### src/rtl/color_blob_tracker.sv
// color_blob_tracker: raster-scans the filtered frame RAM, accumulates hit
// statistics (count, bounding box, coordinate sums) and computes the blob
// centroid with two parallel restoring dividers at end of frame.
module color_blob_tracker #(
  parameter int IMG_W  = 32,
  parameter int IMG_H  = 32,
  parameter int ADDR_W = 12,
  parameter int DATA_W = 8,
  parameter int THRESH = 0
) (
  input  logic              clk,
  input  logic              rst,
  input  logic              start,
  output logic [ADDR_W-1:0] address_read,
  input  logic [DATA_W-1:0] data_filt_R,
  input  logic [DATA_W-1:0] data_filt_G,
  input  logic [DATA_W-1:0] data_filt_B,
  output logic              busy,
  output logic              done,
  output logic              found,
  output logic [15:0]       pix_count,
  output logic [7:0]        x_min,
  output logic [7:0]        x_max,
  output logic [7:0]        y_min,
  output logic [7:0]        y_max,
  output logic [7:0]        cx,
  output logic [7:0]        cy
);

  localparam int                N     = IMG_W * IMG_H;
  localparam int                XW    = $clog2(IMG_W);
  localparam logic [ADDR_W-1:0] LAST  = ADDR_W'(N - 1);
  localparam logic [ADDR_W-1:0] XMASK = ADDR_W'(IMG_W - 1);
  localparam logic [DATA_W-1:0] TH    = DATA_W'(THRESH);

  typedef enum logic [2:0] {IDLE, SCAN, DRAIN, DIV, DONE} state_t;

  state_t      state;
  logic [7:0]  x_d, y_d;
  logic        v_d;
  logic [15:0] acc_cnt;
  logic [23:0] sum_x, sum_y;
  logic [7:0]  bx_min, bx_max, by_min, by_max;
  logic [23:0] qx, qy;
  logic [15:0] rx, ry;
  logic [4:0]  div_cnt;

  logic        hit, acc;
  logic [15:0] cnt_nxt;
  logic [23:0] sx_nxt, sy_nxt;
  logic [16:0] rsx, rsy;
  logic [15:0] rx_n, ry_n;
  logic [23:0] qx_n, qy_n;

  // The sample arriving this cycle belongs to the address issued last cycle
  assign hit = (data_filt_R > TH) || (data_filt_G > TH) || (data_filt_B > TH);
  assign acc = v_d && hit;

  // Next-state accumulator values, so DRAIN can see the final pixel's effect
  always_comb begin
    cnt_nxt = acc_cnt;
    sx_nxt  = sum_x;
    sy_nxt  = sum_y;
    if (acc) begin
      cnt_nxt = acc_cnt + 16'd1;
      sx_nxt  = sum_x + 24'(x_d);
      sy_nxt  = sum_y + 24'(y_d);
    end
  end

  // One restoring-division step per cycle for both axes (divisor = hit count)
  always_comb begin
    rsx = {rx, qx[23]};
    rsy = {ry, qy[23]};
    if (rsx >= {1'b0, acc_cnt}) begin
      rx_n = 16'(rsx - {1'b0, acc_cnt});
      qx_n = {qx[22:0], 1'b1};
    end else begin
      rx_n = rsx[15:0];
      qx_n = {qx[22:0], 1'b0};
    end
    if (rsy >= {1'b0, acc_cnt}) begin
      ry_n = 16'(rsy - {1'b0, acc_cnt});
      qy_n = {qy[22:0], 1'b1};
    end else begin
      ry_n = rsy[15:0];
      qy_n = {qy[22:0], 1'b0};
    end
  end

  // Control FSM, address generator, sample alignment, accumulation and results
  always_ff @(posedge clk) begin
    if (rst) begin
      state        <= IDLE;
      address_read <= '0;
      busy         <= 1'b0;
      done         <= 1'b0;
      found        <= 1'b0;
      pix_count    <= '0;
      x_min        <= '0;
      x_max        <= '0;
      y_min        <= '0;
      y_max        <= '0;
      cx           <= '0;
      cy           <= '0;
      x_d          <= '0;
      y_d          <= '0;
      v_d          <= 1'b0;
      acc_cnt      <= '0;
      sum_x        <= '0;
      sum_y        <= '0;
      bx_min       <= 8'hFF;
      bx_max       <= '0;
      by_min       <= 8'hFF;
      by_max       <= '0;
      qx           <= '0;
      qy           <= '0;
      rx           <= '0;
      ry           <= '0;
      div_cnt      <= '0;
    end else begin
      done <= 1'b0;
      v_d  <= (state == SCAN);
      x_d  <= 8'(address_read & XMASK);
      y_d  <= 8'(address_read >> XW);

      if (acc) begin
        acc_cnt <= cnt_nxt;
        sum_x   <= sx_nxt;
        sum_y   <= sy_nxt;
        if (acc_cnt == 16'd0) begin
          bx_min <= x_d;
          bx_max <= x_d;
          by_min <= y_d;
          by_max <= y_d;
        end else begin
          if (x_d < bx_min) bx_min <= x_d;
          if (x_d > bx_max) bx_max <= x_d;
          if (y_d < by_min) by_min <= y_d;
          if (y_d > by_max) by_max <= y_d;
        end
      end

      case (state)
        IDLE: if (start) begin
          state        <= SCAN;
          busy         <= 1'b1;
          address_read <= '0;
          acc_cnt      <= '0;
          sum_x        <= '0;
          sum_y        <= '0;
          bx_min       <= 8'hFF;
          bx_max       <= '0;
          by_min       <= 8'hFF;
          by_max       <= '0;
        end
        SCAN: begin
          if (address_read == LAST) begin
            address_read <= '0;
            state        <= DRAIN;
          end else begin
            address_read <= address_read + 1'b1;
          end
        end
        DRAIN: begin
          if (cnt_nxt == 16'd0) begin
            // Empty frame: skip the divider and publish an all-zero result
            state     <= DONE;
            done      <= 1'b1;
            found     <= 1'b0;
            pix_count <= '0;
            x_min     <= '0;
            x_max     <= '0;
            y_min     <= '0;
            y_max     <= '0;
            cx        <= '0;
            cy        <= '0;
          end else begin
            state   <= DIV;
            qx      <= sx_nxt;
            qy      <= sy_nxt;
            rx      <= '0;
            ry      <= '0;
            div_cnt <= '0;
          end
        end
        DIV: begin
          qx      <= qx_n;
          qy      <= qy_n;
          rx      <= rx_n;
          ry      <= ry_n;
          div_cnt <= div_cnt + 5'd1;
          if (div_cnt == 5'd23) begin
            // Last quotient bit is resolved this cycle; publish all results together
            state     <= DONE;
            done      <= 1'b1;
            found     <= 1'b1;
            pix_count <= acc_cnt;
            x_min     <= bx_min;
            x_max     <= bx_max;
            y_min     <= by_min;
            y_max     <= by_max;
            cx        <= qx_n[7:0];
            cy        <= qy_n[7:0];
          end
        end
        DONE: begin
          state <= IDLE;
          busy  <= 1'b0;
        end
        default: state <= IDLE;
      endcase
    end
  end

endmodule

### config.mk
export PLATFORM = sky130hd
export DESIGN_NAME = color_blob_tracker
export DESIGN_NICKNAME = d
export VERILOG_FILES = /design/src/rtl/color_blob_tracker.sv
export SDC_FILE = /design/constraint.sdc
export NUM_CORES = 1
export LEC_CHECK = 0
export CORE_MARGIN = 10
export CORE_UTILIZATION = 59
export DETAILED_ROUTE_END_ITERATION = 10
export GPL_TIMING_DRIVEN = 0
export HOLD_SLACK_MARGIN = 0.08
export MAX_ROUTING_LAYER = met4
export PLACE_DENSITY_LB_ADDON = 0.3
export SLEW_MARGIN = 20
export SYNTH_ARGS = -nofsm -noshare
export SYNTH_HDL_FRONTEND = slang
export SYNTH_SLANG_ARGS = --single-unit
export TNS_END_PERCENT = 50
### constraint.sdc
create_clock -name clk -period 4.6 [get_ports clk]
set_input_delay 0.69 -clock clk [delete_from_list [all_inputs] [get_ports clk]]
set_output_delay 0.69 -clock clk [all_outputs]
set_load 0.005 [all_outputs]
Word level (Yosys, flattened, before mapping)
Cells that the tools add are included.
{"block": "totals", "ff_bits": 280, "latch_bits": 0, "ramBits": 0, "romBits": 0, "in_bits": 27, "output_inout_bits": 79, "word_cells": 147, "memories": 0}
{"block": "classes", "addsub": 7, "n_mul": 0, "n_div": 0, "order_cmp": 9, "eq_ne": 11, "shift": 0, "mux": 77, "n_bitwise": 0, "n_reduce_logical": 14}
{"cell": "two-way mux 24 bit", "n": 10}
{"cell": "two-way mux 8 bit", "n": 27}
{"cell": "two-way mux 16 bit", "n": 9}
{"cell": "case mux 16 bit (2 select lines)", "n": 3}
{"cell": "case mux 24 bit (2 select lines)", "n": 2}
{"cell": "case mux 8 bit (2 select lines)", "n": 6}
{"cell": "adder 24 x 8 -> 24 bit", "n": 2}
{"cell": ">= comparator 17 x 16 -> 1 bit", "n": 2}
{"cell": "zero test 16 bit", "n": 2}
{"cell": "subtractor 16 bit", "n": 2}
{"cell": "> comparator 8 x 1 -> 1 bit, second input constant", "n": 3}
{"cell": "two-way mux 12 bit", "n": 2}
{"cell": "case mux 12 bit (2 select lines)", "n": 1}
{"cell": "adder 16 x 1 -> 16 bit, second input constant", "n": 1}
{"cell": "> comparator 8 bit", "n": 2}
{"cell": "less-than comparator 8 bit", "n": 2}
{"cell": "adder 12 x 1 -> 12 bit, second input constant", "n": 1}
{"cell": "equality test 12 x 10 -> 1 bit, second input constant", "n": 1}
{"cell": "two-way mux 3 bit", "n": 4}
{"cell": "case mux 3 bit (4 select lines)", "n": 1}
{"cell": "case mux 5 bit (2 select lines)", "n": 1}
{"cell": "inequality test 2 bit, second input constant", "n": 4}
{"cell": "two-way mux 1 bit", "n": 7}
{"cell": "equality test 3 x 2 -> 1 bit, second input constant", "n": 2}
{"cell": "other kinds (13)", "n": 21}

Longest topological paths before layout
Gate-level depths: netlist of run 1.
{"block": "logic_depth", "ltp_word": 8, "mapped_depth": 13, "ltp_nobuf": 11}

Worst setup path before layout of run 1
Ideal clock, no wire load.
{"block": "synth_path", "path_kind": "reg2reg", "startpoint": "register acc_cnt[8]", "endpoint": "register rx[10]", "setup_time_ns": 0.125, "t_arrival_ns": 3.167, "required_ns": 4.475, "path_slack_ns": 1.307, "path_stages_with_launch": 14, "cell_sequence": "dfxtp_1 clkbuf_1 inv_1 ha_1 a21oi_1 o21ai_0 or3_1 a21oi_1 o41ai_1 o41ai_1 buf_2 buf_1 mux2i_1 o2bb2ai_1"}
{"block": "synth_via", "elab_chain_cells": 5, "word_cells_on_any_way": 9}
{"item": "from (decl)", "line_no": "41", "rtl": "logic [15:0] acc_cnt;"}
{"item": "from (signal assigned)", "line_no": "128", "rtl": "acc_cnt <= cnt_nxt;"}
{"item": "adder 16 x 1 -> 16 bit", "line_no": "65", "rtl": "cnt_nxt = acc_cnt + 16'd1;"}
{"item": "two-way mux 16 bit", "line_no": "64", "rtl": "if (acc) begin"}
{"item": "zero test 16 bit", "line_no": "166", "rtl": "if (cnt_nxt == 16'd0) begin"}
{"item": "inequality test 2 bit (no line)"}
{"item": "AND reduction 2 bit (no line)"}
{"item": "to (signal assigned)", "line_no": "190", "rtl": "rx <= rx_n;"}
{"item": "to (decl)", "line_no": "45", "rtl": "logic [15:0] rx, ry;"}
Several ways; a longest one is shown, not always the timed one.
A chain may end at the register's enable or synchronous reset.

Worst setup path after layout of run 1
{"block": "layout_path", "startpoint": "input data_filt_R[4]", "endpoint": "register x_min[7]"}
{"block": "layout_via", "elab_chain_cells": 8}
{"item": "from (decl)", "line_no": "15", "rtl": "input logic [DATA_W-1:0] data_filt_R,"}
{"item": "> comparator 8 x 1 -> 1 bit", "line_no": "56", "rtl": "assign hit = (data_filt_R > TH) || (data_filt_G > TH) || (data_filt_B > TH);"}
{"item": "logical OR 1 bit (2 in a row)", "line_no": "56"}
{"item": "logical AND 1 bit", "line_no": "57", "rtl": "assign acc = v_d && hit;"}
{"item": "two-way mux 16 bit", "line_no": "64"}
{"item": "zero test 16 bit", "line_no": "166"}
{"item": "inequality test 2 bit (no line)"}
{"item": "AND reduction 3 bit (no line)"}
{"item": "to (signal assigned)", "line_no": "199", "rtl": "x_min <= bx_min;"}
{"item": "to (decl)", "line_no": "22", "rtl": "output logic [7:0] x_min,"}
No other way between the ends.

==> results of run 1 <==
## power breakdown
part           internal (W)  leakage, nW  switching [W]
Sequential          0.00242         2.22      0.0000316
Clock               0.00145        0.491       0.000995
Combinational      0.000196         3.60       0.000354
## worst max-delay path by stage
stage                          startpoint                    endpoint  slack, ns
finish                     data_filt_R[4]       x_min[7]$_SDFFE_PP0P_       0.19
global route               data_filt_R[5]       x_min[7]$_SDFFE_PP0P_       0.04
CTS                        data_filt_R[4]       x_min[7]$_SDFFE_PP0P_       0.35
detailed placement         data_filt_R[4]  pix_count[15]$_SDFFE_PP0P_      -0.26
global placement           data_filt_R[4]          cy[7]$_SDFFE_PP0P_      -0.26
floorplan           acc_cnt[8]$_SDFF_PP0_         rx[10]$_SDFFE_PP0P_       1.31
## kinds of logic (layout without fill, tap and decap cells)
family          count (synthesis)  in the layout  share of synthesized area
simple gates                  510            510                      0.176
compound gates                387            387                      0.209
buf+inv                       142            299                     0.0417
mux                            56             56                     0.0416
flops                         276            276                      0.407
xor+xnor                       83             83                     0.0536
fa+ha+maj                      74             74                     0.0705
## synth_stat cells (4+ instances only)
library cell | instances | area (um2)
a211o_1 | 50 | 438
a211oi_1 | 6 | 45.0
a21o_1 | 11 | 82.6
a21oi_1 | 93 | 465
a22o_1 | 73 | 639
a31oi_1 | 4 | 25.0
and2_1 | 5 | 31.3
and3_1 | 23 | 144
and4_1 | 4 | 35.0
buf_1 | 4 | 15.0
buf_2 | 17 | 85.1
clkbuf_1 | 56 | 210
dfxtp_1 | 276 | 5530
fa_1 | 4 | 80.1
ha_1 | 70 | 876
inv_1 | 62 | 233
mux2i_1 | 53 | 531
nand2_1 | 118 | 443
nand2b_1 | 6 | 37.5
nand3_1 | 33 | 165
nand4_1 | 22 | 138
nor2_1 | 202 | 758
nor2b_1 | 26 | 163
nor3_1 | 28 | 140
nor4_1 | 10 | 62.6
nor4_2 | 4 | 50.1
o211ai_1 | 10 | 75.1
o21a_1 | 19 | 143
o21ai_0 | 44 | 220
o21bai_1 | 4 | 30.0
o2bb2ai_1 | 25 | 219
o31a_1 | 6 | 52.6
or2_2 | 6 | 37.5
or3_1 | 6 | 37.5
xnor2_1 | 48 | 420
xor2_1 | 35 | 307
## cell type report
type,instances,share of cell area
buffer,80,0.0208
inverter,62,0.0146
multi-input combinational,1110,0.468
clock inverter,10,0.0102
timing repair buffer,104,0.0652
clock buffer,43,0.0532
tap,285,0.0223
sequential,276,0.346
## critical path: stages
cell and delay (ns):
clkdlybuf4s50_1 0.40, nor4_1 0.48, nand2_1 0.35, o21ai_1 0.84, nor4_1 0.15, o2111ai_2 0.41, o31ai_2 0.16, a21oi_2 0.77
buf_2 0.47, a22o_1 0.19
## registers in the layout, summed over array words and instances (netlist names), 12 cells and up
name and count:
acc_cnt 16, rx 16, sum_x 24, qy 24, sum_y 24, ry 16
qx 24, address_read 12, pix_count 16
## per-layer routing
metal | track usage | share of wire
met5 | - | 0
met4 | 0.0851 | 0.034
met3 | 0.0296 | 0.054
met2 | 0.424 | 0.48
met1 | 0.310 | 0.44
## through the flow
step / total power (W) / setup TNS, ns / hold WS [ns]
3_5_place_dp: 0.00304 / -9.36 / 0.444
3_3_place_gp: 0.00302 / -9.11 / 0.439
5_1_grt: 0.00561 / 0 / 0.471
6_report: 0.00545 / 0 / 0.452
4_1_cts: 0.00545 / 0 / 0.453
2_1_floorplan: 0.00287 / 0 / 0.423
==> summary.md, run 1 <==
| Metric | Value |
|---|---|
| Die Ht | `~170 um` |
| Fmax | `between 0.2 and 0.25 GHz` |
| Drt initial violations | `between 1000 and 1500` |
| Min-delay worst type | `reg -> reg` |
| # DRC | `0` |
| Routed vias | `12100` |
| Overflow after GRT | `0` |
| CTS Hold Bufs | `0` |
| Syn. warnings | `0` |
| Final core utilization | `0.705` |
| Fillers | `~1700` |
| CTS sink cnt | `276` |
| DRT Pass-1 Iters | `6` |
| Final GP Congestion | `between 0.9 and 1` |
| CTS tree | `yes` |
| Max-slew violations | `0` |
| RSZ-0062 raised after global routing | `no` |
| H-tree lvl count | `1` |
| IO Count | `106` |
| Hold path depth | `2` |
| MaxCap Viol Count | `0` |
| # resized after CTS | `0` |
| Most common cell after layout, fill and taps aside | `dfxtp_1` |
| Vias/cell | `just over 6` |
| Final wirelength | `around 37000 um` |
| Asr flop ratio synth | `0` |
| Final setup fails | `0` |
| DP Wirelength | `26500 um` |
| Ratio of cells with drive above 1 in the final layout | `0.0534` |
| Inserted Diodes | `0` |
| Worst flop-to-flop path endpoint | `rx[10]$_SDFFE_PP0P_` |
| FP Rows | `55` |
| Top FF cell, synth | `dfxtp_1` |
| Synthesized cell area | `between 0.01 and 0.015 mm2` |
| Die width | `172 um` |
| Largest net degree at the start of global routing | `17` |
| Final Hold Fails | `0` |
| Avg WL per Cell | `between 15 and 20 um` |
| Area growth syn-to-layout | `17.8%` |
| Leakage | `about 6.3 nW` |
| Crit share post-route | `0.959` |
| Most frequent cells in the layout | `276 x dfxtp_1, 202 x nor2_1, 118 x nand2_1` |
| Maximum clock path buffer count | `3` |
| Place WS | `-0.262 ns` |
| Max-slew headroom | `0.340` |
| Total CTS buffers | `30` |
| Status | `finished, final reports clean` |
| Reg-to-reg startpoint | `acc_cnt[8]$_SDFF_PP0_` |
| Area of the multi-input gates | `0.00747 mm2` |
| Clk Latency, worst-skew pair | `between 0.5 and 0.6 ns` |
| Syn_nets | `~1600` |
| IO Port Bufs | `roughly 100` |
| Core Footprint | `between 0.02 and 0.025 mm2` |
| Synthesized flop and latch total | `between 200 and 300` |
| Global-route usage over all layers | `0.253` |
| Mapped Cells | `roughly 1500` |
| Seq/Total Area, Yosys | `0.407` |
| Setup bufs post-CTS | `0` |
| Hold_sp | `qx[13]$_SDFFE_PP0P_` |
| Reg2Reg Depth | `13` |
| Reg area | `roughly 0.0055 mm2` |
| Final Instance Area | `~0.016 mm2` |
| Clock slew at reported path FFs | `0.06 ns` |
| Placed Area | `between 0.01 and 0.015 mm2` |
| Worst-Margin Slew | `~0.99 ns` |
| Initial antenna violation count | `0` |
| Root buffer cell | `clkbuf_16` |
| Post-Syn Area per Cell | `8.88 um2` |
| Final std cells w/o fill | `a little under 2000` |
| Minimum clock period | `between 4 and 5 ns` |
| Antenna Nets Post-Route | `0` |
| Post-synth EDFFs | `0` |
| Vias in the first global route | `about 12000` |
| DIE AREA | `a little under 0.03 mm2` |
| WP data required | `slightly above 5 ns` |
| Crit path DAT | `approximately 5 ns` |
| Clk_skew | `about 0.029 ns` |
| Startpoint type of the worst setup path | `input pin` |
| CP Class | `in -> reg` |
| Placed insts | `1917` |
| Total power divided by cell area | `between 300 and 400 mW/mm2` |
| Nets | `1765` |
| First-pass GRT wire length | `59800 um` |
| Setup WS post-layout | `roughly 0.19 ns` |
| CP endpoint kind | `flop` |
| Max FO, Critical Path | `10` |
| Maximum vdd drop | `between 0.3 and 0.4 mV` |
| R2r setup slk | `approximately 0.42 ns` |
| Starting density of the core | `0.599` |
| Cell variety after synth | `73` |
| Worst hold endpoint | `qx[13]$_SDFFE_PP0P_` |
Note: power is estimated with default switching activity, not from simulation.
==> run 2, diff against run 1 <==
--- a/config.mk
+++ b/config.mk
@@ -5,6 +5,7 @@
 export SDC_FILE = /design/constraint.sdc
 export NUM_CORES = 1
 export LEC_CHECK = 0
+export CAP_MARGIN = 20
 export CORE_MARGIN = 10
 export CORE_UTILIZATION = 59
 export DETAILED_ROUTE_END_ITERATION = 10
==> results of run 2 <==
Same layout as run 1: the final DEF is identical, and so are final timing and power.
==> run 3, diff against run 2 <==
--- a/config.mk
+++ b/config.mk
@@ -8,6 +8,8 @@
 export CAP_MARGIN = 20
 export CORE_MARGIN = 10
 export CORE_UTILIZATION = 59
+export CTS_CLUSTER_DIAMETER = 40
+export CTS_CLUSTER_SIZE = 8
 export DETAILED_ROUTE_END_ITERATION = 10
 export GPL_TIMING_DRIVEN = 0
 export HOLD_SLACK_MARGIN = 0.08
==> run 3 against run 2 <==
Net effect: total power up 9.8%; clock power grew 21%; critical path depth rose by 3; global-route usage is 0.70 points higher; critical path type is now reg -> reg; critical endpoint is now rx[10]$_SDFFE_PP0P_; highest routed layer unchanged.
==> summary.md, run 3 (synthesis results as in run 1) <==
| Metric | Value |
|---|---|
| Overflow after GRT | `0 (unchanged)` |
| First-pass GRT wire length | `61200 um (was 59800 um)` |
| Clk Latency, worst-skew pair | `0.54 ns (was 0.58 ns)` |
| Max FO, Critical Path | `10 (unchanged)` |
| Min-delay worst type | `reg -> reg (unchanged)` |
| Total CTS buffers | `44 (was 30)` |
| Most frequent cells in the layout | `276 x dfxtp_1, 202 x nor2_1, 118 x nand2_1 (unchanged)` |
| IO Port Bufs | `104 (unchanged)` |
| Tot Pwr | `0.00598 W (was 0.00545 W)` |
| Routed vias | `12300 (was 12100)` |
| Final Hold Fails | `0 (unchanged)` |
| Fmax | `0.236 GHz (was 0.227 GHz)` |
| Nets | `1779 (was 1765)` |
| WP data required | `5.00 ns (was 5.12 ns)` |
| Clk_skew | `0.0172 ns (was 0.0292 ns)` |
| Setup WS post-layout | `0.361 ns (was 0.188 ns)` |
| CP max stage delay | `0.60 ns (was 0.84 ns)` |
| DIE AREA | `0.0295 mm2 (unchanged)` |
| Maximum vdd drop | `0.288 mV (was 0.315 mV)` |
| CP endpoint kind | `flop (unchanged)` |
| Inserted Diodes | `0 (unchanged)` |
| Worst-Margin Slew | `1.05 ns (was 0.991 ns)` |
| CTS sink cnt | `276 (unchanged)` |
| H-tree lvl count | `2 (was 1)` |
| Max-slew headroom | `0.301 (was 0.340)` |
| CTS Hold Bufs | `0 (unchanged)` |
| CP bufs+invs | `4 (was 2)` |
| CP max-delay cell | `buf_1 (was o21ai_1)` |
| Antenna Nets Post-Route | `0 (unchanged)` |
| DP Wirelength | `26500 um (unchanged)` |
| Initial antenna violation count | `0 (unchanged)` |
| CTS tree | `yes (unchanged)` |
| Setup TNS | `0 ns (unchanged)` |
| Die Ht | `172 um (unchanged)` |
| Avg WL per Cell | `19.1 um (was 18.7 um)` |
| Maximum clock path buffer count | `3 (unchanged)` |
| Delay-heaviest family, CP | `buffers and inverters (was compound AO/OA/AOI/OAI gates)` |
| MaxCap Viol Count | `0 (unchanged)` |
| IO Count | `106 (unchanged)` |
| Vias in the first global route | `12000 (was 11600)` |
| Area growth syn-to-layout | `19.9% (was 17.8%)` |
| Leakage | `6.45 nW (was 6.31 nW)` |
| Total power divided by cell area | `368 mW/mm2 (was 341 mW/mm2)` |
| Die width | `172 um (unchanged)` |
| Final setup fails | `0 (unchanged)` |
| Setup bufs post-CTS | `0 (unchanged)` |
| CP Class | `reg -> reg (was in -> reg)` |
| Max-slew violations | `0 (unchanged)` |
| Startpoint type of the worst setup path | `flop (was input pin)` |
| Placed insts | `1917 (unchanged)` |
| Root buffer cell | `clkbuf_16 (unchanged)` |
| Core Footprint | `0.0226 mm2 (unchanged)` |
| Vias/cell | `6.22 (was 6.12)` |
| Cell chain of the critical path | `clkbuf_1 -> inv_1 -> ha_1 -> a21oi_1 -> o21ai_0 -> or3_1 -> a21oi_1 -> o41ai_1 -> o41ai_1 -> buf_2 -> buf_1 -> mux2i_1 -> o2bb2ai_1 (was clkdlybuf4s50_1 -> nor4_1 -> nand2_1 -> o21ai_1 -> nor4_1 -> o2111ai_2 -> o31ai_2 -> a21oi_2 -> buf_2 -> a22o_1)` |
| Status | `finished, final reports clean (unchanged)` |
| Final GP Congestion | `0.947 (unchanged)` |
| Starting density of the core | `0.599 (unchanged)` |
| Final std cells w/o fill | `1977 (was 1970)` |
| Ratio of cells with drive above 1 in the final layout | `0.0609 (was 0.0534)` |
| RSZ-0062 raised after global routing | `no (unchanged)` |
| Final wirelength | `37700 um (was 36800 um)` |
| Minimum clock period | `4.24 ns (was 4.41 ns)` |
| Final core utilization | `0.718 (was 0.705)` |
| Largest net degree at the start of global routing | `13 (was 17)` |
| Clock slew at reported path FFs | `0.05 ns (was 0.06 ns)` |
| FP Rows | `55 (unchanged)` |
| Most common cell after layout, fill and taps aside | `dfxtp_1 (unchanged)` |
| DRT Pass-1 Iters | `5 (was 6)` |
| Place WS | `-0.262 ns (unchanged)` |
| # DRC | `0 (unchanged)` |
| Drt initial violations | `1141 (was 1034)` |
| Crit path DAT | `4.64 ns (was 4.93 ns)` |
| Crit share post-route | `0.921 (was 0.959)` |
| Global-route usage over all layers | `0.260 (was 0.253)` |
==> run 3: cell types whose count changed in the layout (fill, tap and decap cells not counted), sizes merged <==
cell,delta
clkinvlp,+2
inv,+1
clkinv,-3
bufinv,-2
clkbuf,+9
==> run 3: layer usage <==
layer	global-route usage	vias to the layer above	routed length, um
met1	0.315	5893	15900
li1	-	5773	-
met4	0.113	0	1390
met2	0.427	510	17900
met3	0.0335	113	2480
met5	-	-	0
==> run 3: power breakdown <==
group          leakage (nW)  internal [W]  switching (W)
Clock                 0.629       0.00187        0.00110
Combinational          3.60      0.000196       0.000357
Sequential             2.22       0.00243      0.0000323
==> run 3: path summary, 6_finish.rpt <==
path                    startpoint                  end  slack, ns  cells past startpoint
max          acc_cnt[8]$_SDFF_PP0_  rx[10]$_SDFFE_PP0P_       0.36                     13
min            qx[20]$_SDFFE_PP0P_  qx[20]$_SDFFE_PP0P_       0.45                      2
max reg2reg  acc_cnt[8]$_SDFF_PP0_  rx[10]$_SDFFE_PP0P_       0.36                     13
min reg2reg    qx[20]$_SDFFE_PP0P_  qx[20]$_SDFFE_PP0P_       0.45                      2
==> run 3: through the flow <==
step	hold WS [ns]	area, um2
6_report	0.451	16300
5_1_grt	0.466	16300
4_1_cts	0.451	16300
3_5_place_dp	0.444	15000
3_3_place_gp	0.439	15000
2_1_floorplan	0.423	13600
==> run 3: layout make-up <==
| class | instances | area (um2) |
|---|---|---|
| Buffer | 80 | 333 |
| Clock buffer | 52 | 1190 |
| Clock inverter | 8 | 103 |
| Fill cell | 1665 | 6380 |
| Inverter | 62 | 233 |
| Multi-Input combinational cell | 1110 | 7480 |
| Sequential cell | 276 | 5530 |
| Tap cell | 285 | 357 |
| Timing Repair Buffer | 104 | 1040 |
==> run 3: timing repair <==
item / in CTS / in global routing
resized for setup: 0 / 1
setup endpoints to repair: 0 / 6
endpoints found under the hold margin: 0 / 0
==> run 3: worst reg2reg max path, cell delays in order, from the launching register on <==
cell and delay, ns:
dfxtp_1 0.31, clkbuf_1 0.34, inv_1 0.27, ha_1 0.42, a21oi_1 0.19, o21ai_0 0.15, or3_1 0.34, a21oi_1 0.19
o41ai_1 0.20, o41ai_1 0.33, buf_2 0.35, buf_1 0.60, mux2i_1 0.30, o2bb2ai_1 0.10
